<file path="src/rtl/bcd_alu.sv">
// Four-digit packed-BCD add/subtract/nine's-complement/compare unit.
// Results are binary. There is one output register, so results appear one clock after the operands.
module bcd_alu #(
  parameter logic [15:0] ERR_CODE = 16'hCCCC
) (
  input  logic        clk,
  input  logic        rst_n,
  input  logic        in_valid,
  input  logic [1:0]  OP,
  input  logic [15:0] A,
  input  logic [15:0] B,
  output logic [15:0] C,
  output logic        out_valid
);

  localparam logic [1:0] OP_ADD  = 2'b00;
  localparam logic [1:0] OP_SUB  = 2'b01;
  localparam logic [1:0] OP_NINE = 2'b10;
  localparam logic [1:0] OP_CMP  = 2'b11;

  localparam logic [15:0] MAX_BCD_BIN = 16'd9999;

  function automatic logic digit_ok(input logic [3:0] d);
    return (d <= 4'd9);
  endfunction

  function automatic logic bcd_ok(input logic [15:0] v);
    return digit_ok(v[15:12]) && digit_ok(v[11:8]) &&
           digit_ok(v[7:4])   && digit_ok(v[3:0]);
  endfunction

  // Weighted digit sum; the result is at most 9999, so 16 bits hold every intermediate value.
  function automatic logic [15:0] bcd_to_bin(input logic [15:0] v);
    logic [15:0] d3, d2, d1, d0;
    d3 = {12'd0, v[15:12]};
    d2 = {12'd0, v[11:8]};
    d1 = {12'd0, v[7:4]};
    d0 = {12'd0, v[3:0]};
    return (d3 * 16'd1000) + (d2 * 16'd100) + (d1 * 16'd10) + d0;
  endfunction

  logic [15:0] a_bin;
  logic [15:0] b_bin;
  logic        operands_ok;
  logic [15:0] add_res;
  logic [15:0] sub_res;
  logic [15:0] nine_res;
  logic [15:0] cmp_res;
  logic [15:0] result;

  assign a_bin       = bcd_to_bin(A);
  assign b_bin       = bcd_to_bin(B);
  assign operands_ok = bcd_ok(A) && bcd_ok(B);

  // Both operands are at most 9999, so the 16-bit wraparound of the difference is its two's complement value.
  assign add_res  = a_bin + b_bin;
  assign sub_res  = a_bin - b_bin;
  assign nine_res = MAX_BCD_BIN - a_bin;

  always_comb begin
    cmp_res = 16'h0000;
    if (a_bin > b_bin)
      cmp_res = 16'h0001;
    else if (a_bin < b_bin)
      cmp_res = 16'hFFFF;
  end

  always_comb begin
    result = ERR_CODE;
    if (operands_ok) begin
      unique case (OP)
        OP_ADD:  result = add_res;
        OP_SUB:  result = sub_res;
        OP_NINE: result = nine_res;
        OP_CMP:  result = cmp_res;
        default: result = ERR_CODE;
      endcase
    end
  end

  always_ff @(posedge clk or negedge rst_n) begin
    if (!rst_n) begin
      C         <= 16'h0000;
      out_valid <= 1'b0;
    end else begin
      out_valid <= in_valid;
      if (in_valid)
        C <= result;
    end
  end

endmodule

</file>
<file path="config.mk">
export PLATFORM = sky130hd
export DESIGN_NAME = bcd_alu
export DESIGN_NICKNAME = d
export VERILOG_FILES = /design/src/rtl/bcd_alu.sv
export SDC_FILE = /design/constraint.sdc
export NUM_CORES = 1
export LEC_CHECK = 0
export CAP_MARGIN = 5
export CORE_ASPECT_RATIO = 0.6
export CORE_MARGIN = 2
export CORE_UTILIZATION = 35
export CTS_CLUSTER_DIAMETER = 30
export DETAILED_ROUTE_END_ITERATION = 10
export PLACE_DENSITY_LB_ADDON = 0.08
export SYNTH_ARGS = -nofsm -noshare
export SYNTH_HDL_FRONTEND = slang
export SYNTH_SLANG_ARGS = --single-unit
</file>
<file path="constraint.sdc">
create_clock -name clk -period 1.4 [get_ports clk]
set_input_delay 0.14 -clock clk [delete_from_list [all_inputs] [get_ports clk]]
set_output_delay 0.14 -clock clk [all_outputs]
set_load 0.02 [all_outputs]
</file>
* Word level (Yosys, flattened, before mapping)
Cells that the tools add are included.
** Word-level totals
- Input bits :: 37
- Bits in registers :: 17
- Output and inout port bits :: 17
- Word-level logic and storage cells :: 42
** Cells by class
- Multipliers :: 6
- $add $sub $neg :: 9
- Multiplexer cells :: 4
- Reductions and logical operators :: 8
- Equality and inequality tests :: 3
- Magnitude comparators :: 10
** Operator list (count)
- $pmux 16 s4 :: 1
- $mux 16 :: 3
- $add 15x8->16 :: 2
- $add 16x4->16 :: 2
- $le 4x4->1 const B :: 8
- $add 14x11->15 :: 2
- $mul 4x7->11 const B :: 2
- $mul 4x5->9 const B :: 2
- $add 16x16->16 :: 1
- $gt 16x16->1 :: 1
- $lt 16x16->1 :: 1
- $sub 14x16->16 const A :: 1
- $sub 16x16->16 :: 1
- $mul 4x3->7 const B :: 2
- $logic_and 1x1->1 :: 7
- $eq 2x2->1 const B :: 2
- $eq 2x1->1 const B :: 1
- $logic_not 2->1 :: 1

* Logic depth before layout (Yosys ltp)
- Word-level depth :: 9
- Mapped depth :: 26
- Mapped depth without buffers :: 26

* Worst setup path after synthesis
Ideal clock, no wire load.
- Path type :: input -> register
- From :: input A[13]
- To :: register C[13]
- Cell stages on the path :: 22
- Data arrival time :: 5.631 ns
- Path buffers :: 1
- Library setup time :: 0.136 ns
- Slack :: -4.367 ns
- Data required time :: 1.264 ns
- Path through :: fa_1 -> inv_1 -> fa_1 -> inv_1 -> ha_1 -> a21o_1 -> a21oi_1 -> xnor2_1 -> ha_1 -> ha_1 -> ha_1 -> or3_1 -> a221oi_2 -> nor2_1 -> xor2_1 -> ha_1 -> clkbuf_8 -> or4_4 -> o311ai_4 -> a21oi_1 -> nor4b_2 -> o32ai_1
** Between the ends
- Cells in the longest elaborated chain, start to end :: 9
- Elaborated cells between the ends (all ways) :: 18
- Classes of those cells :: add/sub: 6; mul: 1; order compare: 3; mux: 4; reduce/logical: 4
** Ends and longest elaborated chain
- start, declared :: line 10 : input logic [15:0] A,
- $mul 4x7->11 :: line 39 : return (d3 * 16'd1000) + (d2 * 16'd100) + (d1 * 16'd10) + d0;
- $add 14x11->15 :: line 39
- $add 15x8->16 :: line 39
- $add 16x4->16 :: line 39
- $lt 16x16->1 :: line 64 : else if (a_bin < b_bin)
- $mux 16 :: line 64
- $mux 16 :: line 62 : if (a_bin > b_bin)
- $pmux 16 s4 :: line 71 : unique case (OP)
- $mux 16 * :: line 70 : if (operands_ok) begin
- end signal, assigned :: line 88 : C <= result;
- end, declared :: line 12 : output logic [15:0] C,
Mark *: on every way between the ends. The rest lies on a longest branch, timed or not.
A chain may end at the register's enable or synchronous reset.

* Worst setup path after layout
- From :: input A[13]
- To :: register C[14]
Same word-level chain as after synthesis.

==> results.sh <==
export IMPL_critPathMaxStageDelay_ns=0.58
export IMPL_drv_slew=0
export IMPL_worstMarginPinSlew_ns=0.8180
export IMPL_initial_core_util=0.3547
export IMPL_avgRoutedWirePerCell_um=16.73
export IMPL_finalSetupViolations=16
export IMPL_grt_busiest_layer="met1"
export IMPL_ys_seq_area_frac=0.07039
export IMPL_htreeDepth=1
export IMPL_grt_util_met1=0.3756
export IMPL_die_y_um=105.8
export IMPL_drt_pass1_iterations=5
export IMPL_clock_path_buffers=2
export IMPL_vias_per_cell=4.938
export IMPL_synth_area_top_cells="ha_1 (29%), fa_1 (12%), dfrtp_1 (7.0%)"
export IMPL_grt_max_degree=19
export IMPL_max_cap_violations=0
export IMPL_synth_nets=922
export IMPL_place_congestion=0.9086
export IMPL_io_pins=54
export IMPL_setup_slack_ns=-4.131
export IMPL_insertion_delay_ns=0.26
export IMPL_via_count=6034
export IMPL_hpwl_um=17500
export IMPL_cpMostUsedCell="ha_4"
export IMPL_path_class="primary input to flip-flop"
export IMPL_overflow=0
export IMPL_cts_sinks=17
export IMPL_syn_instance_count=707
export IMPL_netlist_area_leader_share=0.2940
export IMPL_grtUsageMet2=0.3109
export IMPL_track_usage=0.2247
export IMPL_critPathArrivalTime_ns=5.68
export IMPL_status="complete, but fails checks"
export IMPL_max_slew_margin=0.4500
export IMPL_layout_nets=1204
export IMPL_cts_root_buf="clkbuf_16"
export IMPL_dieArea_um2=18370
export IMPL_critPathTopFamily="adder cells"
export IMPL_seq_area_um2=425.4
export IMPL_netlist_area_um2=6043
export IMPL_grt_first_pass_wirelength_um=32490
export IMPL_violations="setup timing"
export IMPL_synth_warnings=0
export IMPL_ys_types=69
export IMPL_met3_usage=0.03175
export IMPL_cts_buffers_inserted=3
export IMPL_ys_ff_latch=17
export IMPL_yosys_area_top_type="ha_1"
export IMPL_avgSynthCellArea_um2=8.548
export IMPL_worstSetupEndpointType="flip-flop"
export IMPL_finalSetupTns_ns=-65.11
export IMPL_rsz0062_at_grt="yes"
export IMPL_cts_tree="done"
export IMPL_core_area_um2=17040
export IMPL_multi_input_area_um2=5659
export IMPL_detail_route_antenna_nets=0
export IMPL_clk_pin_slew_ns=0.06
export IMPL_grt_pass1_vias=5949
export IMPL_crit_path_top_delay_cell="fa_1"
export IMPL_crit_fanout=7
export IMPL_rows=37
export IMPL_die_width_um=173.6
export IMPL_drive_gt1_frac=0.3553
export IMPL_period_minus_slack_ns=5.531
export IMPL_drt_iter0_markers=311
export IMPL_finalHoldViolCount=0
export IMPL_antenna_found_initial=0
export IMPL_ctsHoldBuffers=0
export IMPL_required_ns=1.55
export IMPL_routed_wirelength_um=20450
export IMPL_remaining_drc_errors=0
export IMPL_skew_ns=0
export IMPL_worst_path_buf_inv=4
export IMPL_max_freq_ghz=0.1808
export IMPL_nFillCells=1623
export IMPL_synth_ff_type="dfrtp_1"
export IMPL_port_buffers=53
export IMPL_synth_edf_count=0
export IMPL_post_route_period_util=3.950
export IMPL_diodes=0
export IMPL_synthArstFlopShare=1.000
export IMPL_min_path_type="primary input to asynchronous set/reset pin"
export IMPL_crit_chain="buf_8, fa_1, inv_2, fa_1, inv_2, ha_4, a21o_1, a21oi_2, xnor2_1, ha_1, ha_4, ha_4, or3_4, a221oi_4, nor2_2, xor2_2, ha_4, or4_4, o311ai_4, a21o_4, nand2_8, buf_6, o31a_1"
export IMPL_syn2layout_area_growth_pct=53.00
export IMPL_setup_worst_path_start_class="primary input"
==> cells in the final DEF (no fill, tap or decap), drive strengths merged, types with 3 or more instances in the layout <==
master	n
or3	6
fa	36
nor3	14
o22a	4
dfrtp	17
and3	4
nor2b	7
dlygate4sd2	11
buf	242
a221oi	4
nand3	6
xor2	17
o21ai	35
a21oi	56
or4	3
nor2	40
o22ai	12
a31oi	10
inv	114
o221ai	3
xnor2	46
a211oi	10
clkdlybuf4s50	34
o21a	4
dlymetal6s2s	4
o21bai	9
nand2	30
ha	142
clkbuf	4
a21o	19
nor4	3
nand2b	6
o211ai	6
==> metal layers <==
layer | vias to the layer above | share of wire | wire, um
met5 | - | 0 | 0
met4 | 0 | 0 | 0
met3 | 0 | 0.048 | 991
met2 | 141 | 0.38 | 7793
met1 | 2883 | 0.57 | 11660
li1 | 3010 | - | -
==> cells by family (layout without fill, tap and decap cells) <==
family	after synthesis	after routing	synth area share
xor+xnor	63	63	0.09627
flops	17	17	0.07039
mux	1	1	0.001863
buf+inv	129	410	0.09710
simple gates	129	129	0.1085
compound gates	190	190	0.2126
fa+ha+maj	178	178	0.4132
==> per-stage QoR <==
stage	cell area, um2	hold slack (ns)	cells	worst slack, ns	utilization
after global routing	9246	0.2541	1222	-4.306	0.5427
after global placement	8402	0.4888	1197	-5.050	0.4932
after CTS	8848	0.2307	1214	-4.096	0.5194
after detailed placement	8402	0.4873	1197	-5.135	0.4932
final	9246	0.2211	1222	-4.131	0.5427
after floorplan	6088	-0.1556	707	-4.149	-
==> synthesized netlist by cell type, drive strengths merged (10+ instances only) <==
cell type,count
a21o,19
a31oi,10
dfrtp,17
xnor2,46
nor3,14
ha,142
o21ai,35
nor2,40
nand2,30
o22ai,12
a211oi,10
xor2,17
clkbuf,10
fa,36
a21oi,56
inv,114
==> worst paths after layout <==
| path | from | to | slack, ns | depth (start not counted) |
|---|---|---|---|---|
| worst max-delay path | A[13] | C[14]$_DFFE_PN0P_ | -4.13 | 23 |
| worst min-delay path | rst_n | C[12]$_DFFE_PN0P_ | 0.22 | 2 |
| worst max register to register | C[10]$_DFFE_PN0P_ | C[10]$_DFFE_PN0P_ | 0.62 | 2 |
| worst min register to register | C[6]$_DFFE_PN0P_ | C[6]$_DFFE_PN0P_ | 0.50 | 1 |
| max in group asynchronous | rst_n | C[7]$_DFFE_PN0P_ | 0.96 | 2 |
| min in group clk | C[6]$_DFFE_PN0P_ | C[6]$_DFFE_PN0P_ | 0.50 | 1 |
==> flip-flops by register name, indices dropped and copies added (netlist names) <==
signal	count
out_valid	1
C	16
==> repair_timing <==
| item | 4_1_cts | 5_1_grt |
|---|---|---|
| pin swaps | 48 | 50 |
| resized for setup | 75 | 56 |
| setup buffers | 13 | 8 |
| setup endpoints to repair | 24 | 20 |
==> layout make-up <==
cell class | count | area share
Inverter | 114 | 0.04628
Sequential cell | 17 | 0.04601
Timing Repair Buffer | 292 | 0.2555
Tap cell | 234 | 0.03166
Multi-Input combinational cell | 561 | 0.6120
Clock buffer | 4 | 0.008525
Power is not shown: default switching activity piles up to over one toggle a cycle in this logic, so the estimate is an artifact.
